`src/rtl/hangy_pkg.sv`:
```
// Shared definitions for the hangman input frontend: chip_input field layout
// and the word-index LFSR polynomial.
package hangy_pkg;

  localparam int CHAR_LSB = 0;
  localparam int CHAR_W   = 5;
  localparam int NEXT_BIT = 5;
  localparam int WIDX_LSB = 6;
  localparam int WIDX_W   = 6;
  localparam int CHIP_W   = 12;

  // x^6 + x^5 + 1 Fibonacci form, maximal length (period 63, never reaches 0)
  localparam int LFSR_W     = 6;
  localparam int LFSR_TAP_A = 5;
  localparam int LFSR_TAP_B = 4;

  function automatic logic [LFSR_W-1:0] lfsrNext(input logic [LFSR_W-1:0] s);
    return {s[LFSR_W-2:0], s[LFSR_TAP_A] ^ s[LFSR_TAP_B]};
  endfunction

endpackage

```
`src/rtl/hangy_debounce.sv`:
```
// Synchronizer plus counting debouncer for one button; reports the settled
// level and a strobe on the edge where that level rises.
module hangy_debounce #(
  parameter int SYNC_STAGES     = 2,
  parameter int DEBOUNCE_CYCLES = 16
) (
  input  logic clk,
  input  logic reset,
  input  logic raw_i,
  output logic stable_o,
  output logic rise_o
);

  localparam int CNT_W = $clog2(DEBOUNCE_CYCLES);
  localparam logic [CNT_W-1:0] CNT_LAST = CNT_W'(DEBOUNCE_CYCLES - 1);

  logic [SYNC_STAGES-1:0] sync_q;
  logic                   btn_s;
  logic [CNT_W-1:0]       cnt_q, cnt_d;
  logic                   stable_q, stable_d;

  assign btn_s    = sync_q[SYNC_STAGES-1];
  assign stable_o = stable_q;

  // Any agreeing cycle restarts the count, so only an unbroken run flips the level
  always_comb begin
    cnt_d    = '0;
    stable_d = stable_q;
    rise_o   = 1'b0;
    if (btn_s != stable_q) begin
      if (cnt_q == CNT_LAST) begin
        stable_d = btn_s;
        rise_o   = btn_s;
      end else begin
        cnt_d = cnt_q + 1'b1;
      end
    end
  end

  always_ff @(posedge clk or posedge reset) begin
    if (reset) begin
      sync_q   <= '0;
      cnt_q    <= '0;
      stable_q <= 1'b0;
    end else begin
      sync_q   <= {sync_q[SYNC_STAGES-2:0], raw_i};
      cnt_q    <= cnt_d;
      stable_q <= stable_d;
    end
  end

endmodule

```
`src/rtl/hangy_input_frontend.sv`:
```
// Builds the game core's chip_input bus: one-cycle next pulse per accepted
// press, character and random word index latched on that same edge.
module hangy_input_frontend
  import hangy_pkg::*;
#(
  parameter int                SYNC_STAGES     = 2,
  parameter int                DEBOUNCE_CYCLES = 16,
  parameter int                HOLDOFF_CYCLES  = 16,
  parameter logic [LFSR_W-1:0] LFSR_SEED       = 6'h01
) (
  input  logic              clk,
  input  logic              reset,
  input  logic              btn_next_raw,
  input  logic [CHAR_W-1:0] char_raw,
  output logic [CHIP_W-1:0] chip_input,
  output logic              busy,
  output logic              drop_pulse
);

  localparam int HOLD_W = $clog2(HOLDOFF_CYCLES + 1);
  localparam logic [HOLD_W-1:0] HOLD_LOAD = HOLD_W'(HOLDOFF_CYCLES);
  localparam logic [LFSR_W-1:0] LFSR_INIT = (LFSR_SEED == '0) ? LFSR_W'(1) : LFSR_SEED;

  logic                                btn_stable, btn_rise, press;
  logic [SYNC_STAGES-1:0][CHAR_W-1:0]  char_sync_q;
  logic [CHAR_W-1:0]                   char_s;
  logic [CHAR_W-1:0]                   char_q, char_d;
  logic [WIDX_W-1:0]                   widx_q, widx_d;
  logic                                next_q, next_d;
  logic                                drop_q, drop_d;
  logic                                busy_q, busy_d;
  logic [HOLD_W-1:0]                   holdoff_q, holdoff_d;
  logic [LFSR_W-1:0]                   lfsr_q, lfsr_d;

  hangy_debounce #(
    .SYNC_STAGES    (SYNC_STAGES),
    .DEBOUNCE_CYCLES(DEBOUNCE_CYCLES)
  ) u_btn_debounce (
    .clk     (clk),
    .reset   (reset),
    .raw_i   (btn_next_raw),
    .stable_o(btn_stable),
    .rise_o  (btn_rise)
  );

  assign char_s = char_sync_q[SYNC_STAGES-1];
  assign press  = btn_rise & ~btn_stable;

  // Holdoff spans the core's guess processing; presses inside it are reported, not forwarded
  always_comb begin
    lfsr_d    = lfsrNext(lfsr_q);
    holdoff_d = (holdoff_q != '0) ? holdoff_q - 1'b1 : holdoff_q;
    char_d    = char_q;
    widx_d    = widx_q;
    next_d    = 1'b0;
    drop_d    = 1'b0;
    if (press) begin
      if (holdoff_q == '0) begin
        next_d    = 1'b1;
        char_d    = char_s;
        widx_d    = lfsr_q;
        holdoff_d = HOLD_LOAD;
      end else begin
        drop_d = 1'b1;
      end
    end
    busy_d = (holdoff_d != '0);
  end

  always_ff @(posedge clk or posedge reset) begin
    if (reset) begin
      char_sync_q <= '0;
      char_q      <= '0;
      widx_q      <= '0;
      next_q      <= 1'b0;
      drop_q      <= 1'b0;
      busy_q      <= 1'b0;
      holdoff_q   <= '0;
      lfsr_q      <= LFSR_INIT;
    end else begin
      char_sync_q <= {char_sync_q[SYNC_STAGES-2:0], char_raw};
      char_q      <= char_d;
      widx_q      <= widx_d;
      next_q      <= next_d;
      drop_q      <= drop_d;
      busy_q      <= busy_d;
      holdoff_q   <= holdoff_d;
      lfsr_q      <= lfsr_d;
    end
  end

  always_comb begin
    chip_input                         = '0;
    chip_input[CHAR_LSB +: CHAR_W]     = char_q;
    chip_input[NEXT_BIT]               = next_q;
    chip_input[WIDX_LSB +: WIDX_W]     = widx_q;
  end

  assign busy       = busy_q;
  assign drop_pulse = drop_q;

endmodule

```
`config.mk`:
```
export PLATFORM = sky130hd
export DESIGN_NAME = hangy_input_frontend
export DESIGN_NICKNAME = d
export VERILOG_FILES = /design/src/rtl/hangy_pkg.sv /design/src/rtl/hangy_debounce.sv /design/src/rtl/hangy_input_frontend.sv
export SDC_FILE = /design/constraint.sdc
export NUM_CORES = 1
export LEC_CHECK = 0
export BUFFER_PORTS_ARGS = -buffer_cell sky130_fd_sc_hd__buf_2
export CAP_MARGIN = 20
export CORE_MARGIN = 10
export CORE_UTILIZATION = 45
export CTS_CLUSTER_SIZE = 8
export DETAILED_ROUTE_END_ITERATION = 8
export PLACE_DENSITY = 0.68
export SKIP_CTS_REPAIR_TIMING = 1
export SYNTH_ARGS = -nofsm -noshare
export SYNTH_HDL_FRONTEND = slang
export SYNTH_HIERARCHICAL = 1
export SYNTH_SLANG_ARGS = --single-unit
```
`constraint.sdc`:
```
create_clock -name clk -period 2.1 [get_ports clk]
set_input_delay 0 -clock clk [delete_from_list [all_inputs] [get_ports clk]]
set_output_delay 0 -clock clk [all_outputs]
set_load 0.05 [all_outputs]
```
### After elaboration in Yosys (flattened, before gate mapping)

Cells that the tools add are included.

| word-level totals | value |
|---|---|
| bits in registers | 42 |
| latch bits | 0 |
| bits in writable memories | 0 |
| memory bits (read-only) | 0 |
| bits of input ports | 8 |
| output and inout port bits | 14 |
| word-level logic and storage cells | 35 |
| memories | 0 |

| operators by class | value |
|---|---|
| add/subtract/negate cells | 2 |
| $mul | 0 |
| div/mod/pow operators | 0 |
| magnitude comparators | 0 |
| equal/unequal tests | 2 |
| shift operators | 0 |
| multiplexer cells | 11 |
| bitwise operators | 3 |
| reduce and logical (&&, ||, !) cells | 5 |

Operators by type and width:

| kind | count |
|---|---|
| 5-bit two-way mux | 3 |
| 5-bit nonzero test | 2 |
| 4-bit two-way mux | 2 |
| 1-bit two-way mux | 6 |
| 5-bit logical NOT | 1 |
| 5-bit by 1-bit subtractor with 5-bit output (second input constant) | 1 |
| 4-bit by 1-bit adder with 4-bit output (second input constant) | 1 |
| 4-bit equality test (second input constant) | 1 |
| 2-bit AND reduction | 2 |
| 1-bit bitwise AND | 1 |
| 1-bit != test | 1 |
| 1-bit inverter | 1 |
| 1-bit bitwise XOR | 1 |

### Longest topological paths before layout

| logic depth | value |
|---|---|
| depth in word-level cells | 6 |
| depth in mapped cells | 8 |
| depth with buffers taken out | 8 |

### By module

Netlist, hierarchy kept.

Modules (own cells, without submodules):

| module | instances | cells each | area an instance (um^2) | seq. area each (um^2) |
|---|---|---|---|---|
| hangy_input_frontend | 1 | 75 | 1226.2 | 877.1 |
| hangy_debounce | 1 | 20 | 281.5 | 175.2 |

### Worst setup path before layout

OpenSTA, ideal clock, no wires.

| timing path | value |
|---|---|
| kind | register -> register |
| from | reg holdoff_q[0] |
| to | reg busy_q (netlist: busy) |
| library setup time | 0.139 ns |
| arrival time | 1.915 ns |
| required time | 1.961 ns |
| path slack | 0.047 ns |
| cell stages (with the launch flop) | 9 |
| path buffers | 0 |
| clock period less this slack | 2.053 ns |
| cells stage by stage | dfrtp_1 > inv_1 > ha_1 > nor4b_2 > inv_1 > ha_1 > and2_1 > o22ai_1 > or4_1 |

| between the ends | value |
|---|---|
| longest elaborated chain between the ends | 5 |
| elaborated cells between the ends (all ways) | 7 |
| those cells by class | 1 x add/sub; 3 x mux; 3 x reduce/logical |

RTL lines:

| what | RTL line | text |
|---|---|---|
| start: declaration | hangy_input_frontend.sv:32 | `logic [HOLD_W-1:0] holdoff_q, holdoff_d;` |
| start signal: assignment | hangy_input_frontend.sv:87 | `holdoff_q <= holdoff_d;` |
| 5-bit by 1-bit subtractor with 5-bit output or 5-bit nonzero test (tied branches) | hangy_input_frontend.sv:52 | `holdoff_d = (holdoff_q != '0) ? holdoff_q - 1'b1 : holdoff_q;` |
| 5-bit two-way mux | hangy_input_frontend.sv:52 |  |
| 5-bit two-way mux | hangy_input_frontend.sv:58 | `if (holdoff_q == '0) begin` |
| 5-bit two-way mux (*) | hangy_input_frontend.sv:57 | `if (press) begin` |
| 5-bit nonzero test (*) | hangy_input_frontend.sv:67 | `busy_d = (holdoff_d != '0);` |
| net busy_d | hangy_input_frontend.sv:31 | `logic busy_q, busy_d;` |
| end signal: assignment | hangy_input_frontend.sv:86 | `busy_q <= busy_d;` |
| end: declaration | hangy_input_frontend.sv:31 |  |

Mark *: on every way through the listed nets, which the timed path passes. The rest lies on a longest branch.
A chain may end at the register's enable or synchronous reset.

### Final worst setup path

| timing path | value |
|---|---|
| from | reg u_btn_debounce.cnt_q[1] |
| to | reg widx_q[4] |

| between the ends | value |
|---|---|
| longest elaborated chain between the ends | 5 |

RTL lines:

| what | RTL line | text |
|---|---|---|
| start: declaration | hangy_debounce.sv:19 | `logic [CNT_W-1:0] cnt_q, cnt_d;` |
| start signal: assignment | hangy_debounce.sv:47 | `cnt_q <= cnt_d;` |
| 4-bit equality test | hangy_debounce.sv:31 | `if (cnt_q == CNT_LAST) begin` |
| 1-bit two-way mux | hangy_debounce.sv:31 |  |
| 1-bit two-way mux | hangy_debounce.sv:30 | `if (btn_s != stable_q) begin` |
| net btn_rise | hangy_input_frontend.sv:24 | `logic btn_stable, btn_rise, press;` |
| 1-bit bitwise AND | hangy_input_frontend.sv:47 | `assign press = btn_rise & ~btn_stable;` |
| 2-bit AND reduction (no line) | n/a |  |
| end signal: assignment | hangy_input_frontend.sv:83 | `widx_q <= widx_d;` |
| end: declaration | hangy_input_frontend.sv:28 | `logic [WIDX_W-1:0] widx_q, widx_d;` |

The timed path passes the listed nets, and every way through them passes these cells.

==> metrics.md <==
| Metric | Value |
|---|---|
| Status | `complete, no violations` |
| Wirelength per Cell | `13.56 um` |
| Largest net degree at the start of global routing | `36` |
| Root buffer cell | `clkbuf_4` |
| Clock power share | `25.1%` |
| CTS sink count | `42` |
| Die H | `77.88 um` |
| Post-synth design cell area | `1508 sq um` |
| Fillers | `259` |
| Drt drc | `0` |
| Worst-case clock buffer depth | `2` |
| Comb power frac | `18.2%` |
| Worst slew pin tran | `0.4186 ns` |
| Routed Wire Length | `2.428 mm` |
| Synth Area in XOR/XNOR | `2.905%` |
| Met2 Usage GRT | `12.85%` |
| Critical path arrival | `2.20 ns` |
| Synth Area in Compound Gates | `2.241%` |
| Seq cells post-synth | `42` |
| 1st-iter DRT viols | `21` |
| Sw frac | `27.32%` |
| Critical path capture point type | `flip-flop` |
| M3 GR Usage | `4.147%` |
| Post-Synth Simple-Gate Area | `8.382%` |
| Maximum VDD drop | `0.6405 mV` |
| Pwr per Cell Area | `882.4 nW/um^2` |
| GRT busiest layer | `met2` |
| IO Count | `22` |
| Critical Path RT | `2.34 ns` |
| Via/cell ratio | `4.654` |
| N_diodes | `0` |
| Final Critical Period | `1.957 ns` |
| Rel. slew slack | `72.09%` |
| Max Clk Rate | `0.5110 GHz` |
| Yosys warns | `6` |
| Unrepaired setup endpoints after global routing | `no` |
| CTS buffer count | `5` |
| Crit path kind | `flip-flop to flip-flop` |
| Area of the multi-input gates | `444.2 sq um` |
| Most frequent cells in the layout | `41 x dfrtp_1, 21 x buf_2, 10 x mux2_4, 7 x dlygate4sd3_1` |
| CTS tree | `done` |
| Global-route wire length before repair | `4.057 mm` |
| H-Tree Depth | `2` |
| FFs w/ async S/R, synth | `100.0%` |
| Largest fanout on the critical path | `7` |
| Syn_area_per_cell | `15.87 sq um` |
| EDFF count, synth | `0` |
| Skew-Pair Late Insertion Delay | `0.35 ns` |
| Nets | `145` |
| Leak | `0.9643 nW` |
| Fin crit share | `93.19%` |
| Port-buffer cells | `21` |
| Post-Synth Adder-Cell Area | `2.490%` |
| Syn nets | `106` |
| Layout cells sized above 1 | `38.52%` |
| Maxcap violations | `0` |
| Die area | `6065 sq um` |
| Sequential cell area | `1052 sq um` |
| Antenna violations before repair | `0` |
| Clk pin slew, worst setup/hold paths | `0.11 ns` |
| Most common cell after layout, fill and taps aside | `dfrtp_1` |
| Antenna Nets Post-Route | `0` |
| Final hold viol count | `0` |
| Core area | `3128 sq um` |
| Main combinational cell family by area after synthesis | `multiplexers` |
| Initial Utilization | `48.20%` |
| Worst setup skew after layout | `0.01083 ns` |
| Gp weighted congestion | `0.8193` |
| Vias in the first global route | `905` |
| Unique cell type count in the Yosys netlist | `28` |
| Slew Limit Fails | `0` |
| Critical path launch point type | `flip-flop` |
| DR pass1 iterations | `4` |
| Cell row count | `20` |
| Met1 Usage GRT | `8.846%` |
| DP Wirelength | `1.637 mm` |
| Sw power | `0.4449 mW` |
| GRT Util Overall | `8.546%` |
| Part of the power in registers | `56.8%` |
| Vias | `833` |
| Area added between synthesis and finish | `22.41%` |
| Top_reg_cell synth | `dfrtp_1` |
| Setup TNS | `0 ns` |
| Gr ovfl total | `0` |
| Int Pwr | `1.184 mW` |
| Register area share after synthesis | `69.79%` |
| Hold Crit Class | `input pin to async pin` |
| Die width | `77.88 um` |
| Mux cell area share after synthesis | `11.45%` |
| Syn Inst Count | `95` |
| Setup violators final | `0` |
| Power Total | `1.629 mW` |
cells in the mapped netlist (2+ instances only):
cell type	number	area share [%]
dfrtp_1	41	68
ha_1	3	2.5
inv_1	6	1.5
mux2_2	2	1.5
mux2_4	10	10
nand2_1	2	0.50
nor2_1	6	1.5
nor3b_1	2	1.0
xnor2_1	4	2.3
state kept, by name, summed over array words and instances, names as in the netlist:
signal / flops
u_btn_debounce/cnt_q: 4
u_btn_debounce/stable_o: 1
char_s: 5
busy: 1
drop_pulse: 1
holdoff_q: 5
char_q: 5
char_sync_q: 5
next_q: 1
u_btn_debounce/sync_q: 2
lfsr_q: 6
widx_q: 6
cell families (layout without fill, tap and decap cells):
logic type | Yosys count | after routing
DFF | 42 | 42
and+or+nand+nor | 20 | 21
muxes | 12 | 12
buffers and inverters | 8 | 47
AOI/OAI and AO/OA | 5 | 5
xor gates and xnor gates | 5 | 5
adders and majority gates | 3 | 3
power by group through the flow:
stage	registers, mW	logic, mW	clock network (mW)
floorplan	0.936	0.194	0
global placement	0.931	0.258	0
detailed placement	0.933	0.272	0
CTS	0.919	0.271	0.427
global route	0.935	0.341	0.465
finish	0.925	0.296	0.408
critical path, cell delays in order, from the launching register on:
cell and delay (ns):
dfrtp_1 0.39, ha_2 0.23, nand3_2 0.12, nor3b_2 0.19, nand2b_1 0.12, or3_4 0.47
mux2_4 0.32
worst paths after layout:
path / end / from / cells after the start / slack (ns)
worst max-delay path: widx_q[4] / u_btn_debounce/cnt_q[1] / 6 / 0.14
max in group asynchronous: lfsr_q[0] / reset / 4 / 1.49
worst max register to register: widx_q[4] / u_btn_debounce/cnt_q[1] / 6 / 0.14
min in group clk: char_sync_q[3] / char_raw[3] / 2 / 0.27
worst min register to register: u_btn_debounce/sync_q[1] / u_btn_debounce/sync_q[0] / 0 / 0.36
worst min-delay path: u_btn_debounce/cnt_q[3] / reset / 3 / 0.10
stage by stage:
stage / utilization, % / hold slack, ns / setup slack [ns] / cell area (sq um) / cells
after global placement: 53.20 / -0.05738 / 0.1458 / 1664 / 160
after global routing: 59.00 / 0.1139 / 0.02502 / 1846 / 179
final: 59.00 / 0.1001 / 0.1430 / 1846 / 179
after detailed placement: 53.20 / -0.05567 / 0.05181 / 1664 / 160
after floorplan: - / -0.1966 / 0.04681 / 1508 / 95
after CTS: 55.08 / -0.4621 / 0.02096 / 1723 / 168
layer usage:
metal / vias up / wire (um)
li1: 399 / -
met1: 401 / 1085
met2: 24 / 1082
met3: 9 / 165
met4: 0 / 95
met5: - / 0
layout make-up:
type | count | share of cell area, %
clock buffers | 8 | 3.186
inverters | 6 | 1.220
multi-input cells | 46 | 24.07
flip-flops and latches | 42 | 57.02
well taps | 44 | 2.983
repair buffers | 33 | 11.53
No activity file was read; power rests on OpenSTA's default activity.
